<file path="src/rtl/vector_cache_pkg.sv">
// Shared vector-cache types and EVDB sizing constants.
package vector_cache_pkg;

    localparam int unsigned EVDB_LANE_NUM   = 4;
    localparam int unsigned EVDB_FIFO_DEPTH = 4;

    localparam int unsigned GROUP_TAG_W  = 8;
    localparam int unsigned GROUP_DATA_W = 32;

    // One evict beat travelling from the south-channel split to write-back.
    typedef struct packed {
        logic [GROUP_TAG_W-1:0]  tag;
        logic [GROUP_DATA_W-1:0] data;
    } group_data_pld_t;

endpackage

</file>
<file path="src/rtl/vc_sync_fifo.sv">
// Single-clock FIFO with occupancy counter; callers must qualify push against full.
module vc_sync_fifo #(
    parameter type         T     = logic [7:0],
    parameter int unsigned DEPTH = 4,
    parameter int unsigned CNT_W = $clog2(DEPTH + 1)
) (
    input  logic             clk,
    input  logic             rst_n,
    input  logic             push,
    input  T                 push_data,
    input  logic             pop,
    output T                 head,
    output logic [CNT_W-1:0] cnt,
    output logic             full,
    output logic             empty
);

    localparam int unsigned PTR_W = $clog2(DEPTH);

    T                 mem [DEPTH];
    logic [PTR_W-1:0] wr_ptr;
    logic [PTR_W-1:0] rd_ptr;

    // Pointers and occupancy; pointers wrap naturally at DEPTH.
    always_ff @(posedge clk or negedge rst_n) begin
        if (!rst_n) begin
            wr_ptr <= '0;
            rd_ptr <= '0;
            cnt    <= '0;
        end else begin
            if (push) wr_ptr <= wr_ptr + PTR_W'(1);
            if (pop)  rd_ptr <= rd_ptr + PTR_W'(1);
            cnt <= cnt + CNT_W'(push) - CNT_W'(pop);
        end
    end

    // Storage is not reset; only valid entries are ever observed.
    always_ff @(posedge clk) begin
        if (push) mem[wr_ptr] <= push_data;
    end

    assign head  = mem[rd_ptr];
    assign full  = (cnt == CNT_W'(DEPTH));
    assign empty = (cnt == '0);

`ifndef SYNTHESIS
    a_no_push_full: assert property (@(posedge clk) disable iff (!rst_n)
        !(push && full && !pop));
    a_no_pop_empty: assert property (@(posedge clk) disable iff (!rst_n)
        !(pop && empty));
`endif

endmodule

</file>
<file path="src/rtl/evdb_lane_buffer.sv">
// EVDB front-end: per-lane evict FIFOs drained round-robin with credit return.
module evdb_lane_buffer
    import vector_cache_pkg::*;
#(
    parameter int unsigned LANE_NUM   = EVDB_LANE_NUM,
    parameter int unsigned FIFO_DEPTH = EVDB_FIFO_DEPTH,
    parameter int unsigned CNT_W      = $clog2(FIFO_DEPTH + 1)
) (
    input  logic                             clk,
    input  logic                             rst_n,
    input  logic [LANE_NUM-1:0]              evict_data_in_vld,
    input  group_data_pld_t [LANE_NUM-1:0]   evict_data_in,
    output logic                             evict_out_vld,
    input  logic                             evict_out_rdy,
    output group_data_pld_t                  evict_out_pld,
    output logic [1:0]                       evict_out_lane,
    output logic [LANE_NUM-1:0]              evict_credit_rtn,
    output logic                             evict_ovf_err,
    output logic [CNT_W*LANE_NUM-1:0]        lane_cnt
);

    localparam int unsigned LANE_W = 2;

    group_data_pld_t     head     [LANE_NUM];
    logic [CNT_W-1:0]    fifo_cnt [LANE_NUM];
    logic [LANE_NUM-1:0] full;
    logic [LANE_NUM-1:0] empty;
    logic [LANE_NUM-1:0] non_empty;
    logic [LANE_NUM-1:0] push_acc;
    logic [LANE_NUM-1:0] drop;
    logic [LANE_NUM-1:0] pop;

    logic [LANE_W-1:0]   rr_ptr;
    logic [LANE_W-1:0]   rr_grant;
    logic [LANE_W-1:0]   rr_idx;
    logic                rr_found;
    logic [LANE_W-1:0]   grant;
    logic                lock_vld;
    logic [LANE_W-1:0]   lock_lane;
    logic                xfer;

    // Per-lane storage.
    for (genvar i = 0; i < LANE_NUM; i++) begin : g_lane
        vc_sync_fifo #(
            .T     (group_data_pld_t),
            .DEPTH (FIFO_DEPTH),
            .CNT_W (CNT_W)
        ) u_fifo (
            .clk       (clk),
            .rst_n     (rst_n),
            .push      (push_acc[i]),
            .push_data (evict_data_in[i]),
            .pop       (pop[i]),
            .head      (head[i]),
            .cnt       (fifo_cnt[i]),
            .full      (full[i]),
            .empty     (empty[i])
        );
        assign lane_cnt[i*CNT_W +: CNT_W] = fifo_cnt[i];
    end

    assign non_empty = ~empty;

    // Round-robin search over non-empty lanes starting at rr_ptr; lane 0 when idle.
    always_comb begin
        rr_grant = '0;
        rr_found = 1'b0;
        rr_idx   = '0;
        for (int unsigned k = 0; k < LANE_NUM; k++) begin
            rr_idx = rr_ptr + LANE_W'(k);
            if (!rr_found && non_empty[rr_idx]) begin
                rr_grant = rr_idx;
                rr_found = 1'b1;
            end
        end
    end

    // A stalled grant is held so the output stays stable until it transfers.
    assign grant         = lock_vld ? lock_lane : rr_grant;
    assign evict_out_vld = |non_empty;
    assign xfer          = evict_out_vld && evict_out_rdy;
    assign evict_out_lane = grant;
    assign evict_out_pld  = evict_out_vld ? head[grant] : '0;

    // Pop only the granted lane on a handshake.
    always_comb begin
        pop        = '0;
        pop[grant] = xfer;
    end

    // A same-cycle pop frees the slot a push into a full lane needs.
    assign push_acc = evict_data_in_vld & (~full | pop);
    assign drop     = evict_data_in_vld & full & ~pop;

    // Grant lock and round-robin pointer.
    always_ff @(posedge clk or negedge rst_n) begin
        if (!rst_n) begin
            lock_vld  <= 1'b0;
            lock_lane <= '0;
            rr_ptr    <= '0;
        end else if (xfer) begin
            lock_vld  <= 1'b0;
            rr_ptr    <= grant + LANE_W'(1);
        end else if (evict_out_vld) begin
            lock_vld  <= 1'b1;
            lock_lane <= grant;
        end
    end

    // Credit pulse one cycle after each pop; sticky overflow flag.
    always_ff @(posedge clk or negedge rst_n) begin
        if (!rst_n) begin
            evict_credit_rtn <= '0;
            evict_ovf_err    <= 1'b0;
        end else begin
            evict_credit_rtn <= pop;
            evict_ovf_err    <= evict_ovf_err | (|drop);
        end
    end

`ifndef SYNTHESIS
    a_credit_onehot0: assert property (@(posedge clk) disable iff (!rst_n)
        $onehot0(evict_credit_rtn));
    a_stall_stable: assert property (@(posedge clk) disable iff (!rst_n)
        (evict_out_vld && !evict_out_rdy) |=>
            (evict_out_vld && evict_out_lane == $past(evict_out_lane)
                           && evict_out_pld == $past(evict_out_pld)));
`endif

endmodule
</file>
<file path="config.mk">
export PLATFORM = sky130hd
export DESIGN_NAME = evdb_lane_buffer
export DESIGN_NICKNAME = d
export VERILOG_FILES = /design/src/rtl/vector_cache_pkg.sv /design/src/rtl/vc_sync_fifo.sv /design/src/rtl/evdb_lane_buffer.sv
export SDC_FILE = /design/constraint.sdc
export NUM_CORES = 1
export LEC_CHECK = 0
export BUFFER_PORTS_ARGS = -buffer_cell sky130_fd_sc_hd__clkbuf_2
export CAP_MARGIN = 20
export CORE_UTILIZATION = 54
export DETAILED_ROUTE_END_ITERATION = 16
export PLACE_DENSITY = 0.84
export SETUP_SLACK_MARGIN = 0.3
export SLEW_MARGIN = 20
export SYNTH_ARGS = -nofsm -noshare
export SYNTH_HDL_FRONTEND = slang
export SYNTH_SLANG_ARGS = --single-unit
export TNS_END_PERCENT = 1
</file>
<file path="constraint.sdc">
create_clock -name clk -period 3.6 [get_ports clk]
set_input_delay 0.72 -clock clk [delete_from_list [all_inputs] [get_ports clk]]
set_output_delay 0.72 -clock clk [all_outputs]
set_load 0.05 [all_outputs]
</file>
==> flow_summary.toml, run 1 <==
[run_status]
status = "finished, violations left"
violations = "setup timing"

[synthesis]
synth_area_leaders = "edfxtp_1 (73%), mux4_2 (14%), dfrtp_1 (3.6%), a211oi_1 (2.3%), mux2i_1 (1.5%)"
syn-instance-count = 1224
synth_top_cell_area_share_pct = 72.5
async_reset_ff_share_pct = 5.60
ys_types = 47
synthTopCellsByCount = "edfxtp_1 (640), mux4_2 (160), a211oi_1 (80)"
synth_ff_type = "edfxtp_1"
mappedNetlistArea_sq_um = 26500
synth_most_common_cell = "edfxtp_1"
synth_edf_count = 640
synth_largest_area_cell = "edfxtp_1"
syn_nets = 1416
yosysSeqAreaShare_pct = 76.1
synth_seq_cells = 678
yosysWarnings = 0
syn_avg_cell_area_sq_um = 21.6

[finish]
final_layout_size_suffix_gt1_share_pct = 46.3
seqCellArea_sq_um = 20200
multi_input_area_sq_um = 7070
nets = 1742
fin_area_sq_um = 33400
fill_cells = 2767
syn_to_final_growth_pct = 26.0

[timing]
setup_viol = 42
worst_slack_ns = -0.439
hold_viol = 0
max_freq_ghz = 0.248
finalClockSkew_ns = 0.0279
period_minus_slack_ns = 4.04
worst_pin_slew_ns = 1.05
fin_hold_ws_ns = 0.301
finalCritPeriodShare_pct = 112
relSlewSlack_pct = 30.2
rsz0062_at_grt = "yes"
slew_violations = 0

[global_routing]
gr-total-overflow = 0
track_usage_pct = 27.7
grt_max_degree = 42
grt_pass1_wl_mm = 97.5
grt_pass1_vias = 14900
antenna_found_initial = 14

[route]
drtAntennaViolNets = 0
drtIter0Drc = 1444
drc = 0
wl_per_cell_microns = 31.0
vias = 14000
routed_via_density = 6.30
dr.pass1.iters = 5
routed_wl_mm = 68.9

[clock_network]
root_buffer = "clkbuf_16"
clock_latency_ns = 0.61
cts_max_path_buffers = 3
clkSinkCount = 678
clkTransAtPathRegs_ns = 0.06
numCtsBuffers = 69
htreeDepth = 3
cts_tree = "built"

[power_and_ir_drop]
pwr-share-seq_pct = 33.0
switching_share_pct = 36.6
ir_worst_vdd_mv = 0.923
p_clk_share_pct = 21.0
p_int_uw = 21400
power.static_leakage_uw = 0.0114
power.switching_uw = 12400
pwr-share-comb_pct = 46.0
power_density_nw_per_um2 = 1010

[setup_path]
cp.arrival_ns = 3.32
critPathRequiredTime_ns = 2.88
crit_fanout = 8
cp-end-kind = "primary output"
reg2reg_from = "g_lane[0].u_fifo.cnt[1]"
path_class = "reg -> out"
r2r_cells = 13
r2r-end = "g_lane[2].u_fifo.cnt[2]"
startpoint_type = "flip-flop"
rrSetupSlack_ns = -0.19

[floorplanning]
dieArea_sq_um = 50000
die_height_microns = 224
ios = 227
core_area_sq_um = 48000
row_count = 80
die_x_microns = 224
initial_utilization_pct = 55.1

[run]
cap_violations = 0

[placed_design]
place_ws_ns = 0.0598
detailed_place_hpwl_mm = 41.2
dpl_cell_area_sq_um = 29900
gp_congestion = 0.858
port_buffers = 226

[min_path]
hp-class = "in -> async"
-- flip-flops by register name, summed over array words and instances, names as in the netlist, 2 cells and up --
signal,count
g_lane.u_fifo.cnt,12
g_lane.u_fifo.rd_ptr,8
g_lane.u_fifo.wr_ptr,8
g_lane.u_fifo.mem,640
evict_credit_rtn,4
rr_ptr,2
lock_lane,2
-- per-layer routing --
metal | vias to the layer above | part of all wire [%] | global-route usage (%)
li1 | 5745 | - | -
met1 | 7214 | 35 | 34.1
met2 | 827 | 51 | 46.2
met4 | 20 | 3.8 | 10.6
met5 | - | 0.19 | 0
met3 | 183 | 9.9 | 8.44
-- placed cells by master (no fill, tap or decap), types with 7 or more instances in the layout --
master	instances
edfxtp_1	640
clkbuf_2	183
mux4_2	160
clkbuf_16	74
buf_4	47
buf_12	46
a211oi_4	43
and3_1	40
buf_8	28
a211oi_2	24
mux2i_4	22
inv_1	20
ha_1	20
dfrtp_1	19
dfrtp_2	19
clkbuf_1	17
nand2_1	14
xnor2_1	14
a211oi_1	13
mux2i_2	12
clkinv_1	11
buf_6	10
clkinv_2	9
xor2_1	8
and2_4	8
and2_2	8
bufinv_16	8
buf_16	8
nor2_1	7
-- critical path, cell delays in order (launching register included) --
cell and delay (ns):
dfrtp_2 0.41, o31a_1 0.35, or3b_4 0.40, a211o_4 0.39, nand2_8 0.19, buf_16 0.19, buf_12 0.16, mux2i_2 0.09
a211oi_4 0.32, buf_8 0.19
-- through the flow --
| step | TNS [ns] | std cells | util, % | power (uW) |
|---|---|---|---|---|
| final | -14.09 | 2219 | 69.5 | 33800 |
| after floorplan | 0 | 1224 | - | 19600 |
| after detailed placement | 0 | 2075 | 62.1 | 24200 |
| after global routing | -17.47 | 2216 | 69.5 | 34900 |
| after global placement | 0 | 2075 | 62.1 | 23900 |
| after CTS | -13.16 | 2206 | 68.4 | 32800 |
-- power by group through the flow --
stage / combinational, uW / sequential [uW] / clock [uW]
detailed placement: 12900 / 11200 / 0
global route: 16100 / 11300 / 7480
floorplan: 8350 / 11300 / 0
CTS: 14500 / 11100 / 7180
finish: 15500 / 11200 / 7110
global placement: 12700 / 11100 / 0
-- area by class of cell --
class	count	area share (%)
clock buffers	88	5.51
clock inverters	33	1.15
diodes	4	0.0300
flip-flops and latches	678	60.5
inverters	20	0.225
well taps	615	2.30
repair buffers	329	9.16
multi-input cells	452	21.2
-- repair_timing --
| action | 4_1_cts | 5_1_grt |
|---|---|---|
| resized for setup | 138 | 98 |
| buffers inserted | 7 | 6 |
| pin swaps | 17 | 41 |
| hold buffers | 0 | 0 |
| setup endpoints to repair | 513 | 656 |
| gates cloned | 3 | 3 |
-- worst max-delay path by stage --
stage                                 start                    endpoint  slack (ns)  cells past startpoint
finish              g_lane[0].u_fifo.cnt[1]           evict_out_pld[18]       -0.44                      9
global placement    g_lane[0].u_fifo.cnt[2]           evict_out_pld[38]        0.17                      8
floorplan           g_lane[3].u_fifo.cnt[0]  g_lane[1].u_fifo.mem[1][0]        0.04                      9
detailed placement  g_lane[0].u_fifo.cnt[2]     g_lane[3].u_fifo.cnt[2]        0.06                     13
CTS                 g_lane[0].u_fifo.cnt[2]           evict_out_pld[36]       -0.38                     10
global route        g_lane[0].u_fifo.cnt[1]           evict_out_pld[29]       -0.51                      8
-- cell families (layout without fill, tap and decap cells) --
| group | after synthesis | count (layout) | synth area share (%) |
|---|---|---|---|
| other | 0 | 4 | 0 |
| multiplexers | 205 | 205 | 15.3 |
| buffers and inverters | 94 | 470 | 1.42 |
| flip-flops | 678 | 678 | 76.1 |
| XOR/XNOR | 24 | 24 | 0.793 |
| adder cells (fa/ha/maj) | 25 | 25 | 1.29 |
| AO/OA/AOI/OAI | 99 | 99 | 2.79 |
| AND/OR/NAND/NOR | 99 | 99 | 2.26 |
(Power assumes the default switching activity.)
==> inputs of run 2 (changes only) <==
--- a/config.mk
+++ b/config.mk
@@ -10,6 +10,7 @@
 export CORE_UTILIZATION = 54
 export DETAILED_ROUTE_END_ITERATION = 16
 export PLACE_DENSITY = 0.84
+export RECOVER_POWER = 50
 export SETUP_SLACK_MARGIN = 0.3
 export SLEW_MARGIN = 20
 export SYNTH_ARGS = -nofsm -noshare
==> run 2 against run 1 <==
Against the previous run: the run ends with capacitance limit, slew limit, setup timing left; critical path depth did not move; cell area shrank 0.63%; fmax up 0.37%; utilization shrank 0.44 points; sequential power is essentially flat; largest cell class unchanged; largest power group unchanged.
==> flow_summary.toml, run 2 (synthesis results as in run 1) <==
[route]
drtAntennaViolNets = 0
routed_via_density = 6.34
drc = 0
routed_wl_mm = 69.1
wl_per_cell_microns = 31.1
drtIter0Drc = 1582
vias = 14100
dr.pass1.iters = 6

[timing]
rsz0062_at_grt = "yes"
slew_violations = 39
period_minus_slack_ns = 4.02
relSlewSlack_pct = -65.1
worst_slack_ns = -0.424
hold_viol = 0
worst_pin_slew_ns = 2.48
finalClockSkew_ns = 0.0283
max_freq_ghz = 0.248
setup_viol = 42
finalCritPeriodShare_pct = 112

[finish]
fill_cells = 2862
nets = 1742
final_layout_size_suffix_gt1_share_pct = 35.8
final_common_cell = "edfxtp_1"
top_register = "g_lane.u_fifo.mem"
reg_top3 = "g_lane.u_fifo.mem: 640 flops, g_lane.u_fifo.cnt: 12 flops"
postLayoutCoreUtil_pct = 69.1
fin_area_sq_um = 33200
final_cell_count_no_fill = 2219
syn_to_final_growth_pct = 25.3
largest_reg_flops = 640
mostFrequentLayoutCells = "edfxtp_1 (640), clkbuf_1 (185), mux4_2 (160)"

[setup_path]
cp-end-kind = "primary output"
path_class = "reg -> out"
startpoint_type = "flip-flop"
crit_fanout = 8
cp.arrival_ns = 3.30
critPathRequiredTime_ns = 2.88

[clock_network]
numCtsBuffers = 69
htreeDepth = 3
cts_tree = "built"
root_buffer = "clkbuf_16"
clkTransAtPathRegs_ns = 0.06
clkSinkCount = 678
cts_max_path_buffers = 3
clock_latency_ns = 0.61

[run_status]
violations = "capacitance limit, slew limit, setup timing"
status = "finished, violations left"

[min_path]
hp-class = "in -> reg"

[placed_design]
dpl_cell_area_sq_um = 29900
port_buffers = 226
dpl.cell_count = 2075
gp_congestion = 0.858
detailed_place_hpwl_mm = 41.2

[power_and_ir_drop]
switching_share_pct = 36.7
power.static_leakage_uw = 0.0109
power_density_nw_per_um2 = 1020
p_int_uw = 21400
power.switching_uw = 12400
p_clk_share_pct = 21.1
pwr-share-comb_pct = 45.9
pwr-share-seq_pct = 33.0
ir_worst_vdd_mv = 0.921

[global_routing]
gr-total-overflow = 0
grt_max_degree = 42
antenna_found_initial = 16
grt_pass1_wl_mm = 97.5
grt_pass1_vias = 14900
track_usage_pct = 27.7

[floorplanning]
die_x_microns = 224
core_area_sq_um = 48000
ios = 227
dieArea_sq_um = 50000
row_count = 80
initial_utilization_pct = 55.1
die_height_microns = 224

[run]
cap_violations = 1
run 2: cell count changes in the layout (fill, tap and decap cells not counted):
cell,change
clkbuf_2,-167
clkbuf_1,+168
buf_2,-1
run 2: metrics by stage:
| stage | hold WS (ns) | setup TNS [ns] | total power [uW] | worst slack [ns] |
|---|---|---|---|---|
| after floorplan | 0.424 | 0 | 19600 | 0.0391 |
| after global placement | 0.502 | 0 | 23900 | 0.166 |
| after detailed placement | 0.512 | 0 | 24200 | 0.0598 |
| after CTS | 0.295 | -13.16 | 32800 | -0.382 |
| after global routing | 0.342 | -17.47 | 34800 | -0.514 |
| final | 0.369 | -13.86 | 33800 | -0.424 |
run 2: repair_timing:
item / in CTS / in global routing
hold buffers: 0 / 0
endpoints found under the hold margin: 0 / 0
gates resized for setup: 138 / 98
gates cloned: 3 / 3
endpoints found under the setup margin: 513 / 656
pin swaps: 17 / 41
buffers inserted: 7 / 6
run 2: final timing paths:
kind | start | to | slack, ns | cells after the start
max in group asynchronous | rst_n | g_lane[1].u_fifo.rd_ptr[0] | 1.10 | 1
worst max-delay path | g_lane[0].u_fifo.cnt[1] | evict_out_pld[18] | -0.42 | 9
worst min-delay path | evict_data_in[59] | g_lane[1].u_fifo.mem[0][19] | 0.37 | 1
worst max register to register | g_lane[0].u_fifo.cnt[1] | g_lane[2].u_fifo.cnt[2] | -0.19 | 13
min in group asynchronous | rst_n | evict_credit_rtn[2] | 0.87 | 1
worst min register to register | evict_ovf_err | evict_ovf_err | 0.53 | 1
run 2: critical path, cell delays in order (launching register included):
cell      delay, ns
dfrtp_2        0.41
o31a_1         0.35
or3b_4         0.40
a211o_4        0.39
nand2_8        0.19
buf_16         0.19
buf_12         0.16
mux2i_2        0.09
a211oi_4       0.31
buf_8          0.19
run 2: cell type report:
class                   count  area [sq um]  share of cell area (%)
flip-flops and latches    678         20200                    60.8
multi-input cells         452          7070                    21.3
repair buffers            329          2850                    8.58
clock buffers              88          1840                    5.55
well taps                 615           769                    2.32
clock inverters            33           385                    1.16
inverters                  20          75.1                   0.226
diodes                      4          10.0                  0.0302
run 2: power by group through the flow:
stage                     combinational (uW)  sequential, uW  clock [uW]
after detailed placement               12900           11200           0
after floorplan                         8350           11300           0
after global routing                   16100           11300        7480
after CTS                              14500           11100        7180
final                                  15500           11200        7110
after global placement                 12700           11100           0
run 2: per-layer routing:
| layer | track usage, % | vias up | wire length [microns] |
|---|---|---|---|
| met1 | 34.1 | 7307 | 24600 |
| met3 | 8.44 | 174 | 6790 |
| met2 | 46.2 | 822 | 35000 |
| li1 | - | 5735 | - |
| met4 | 10.6 | 24 | 2580 |
| met5 | 0 | - | 150 |
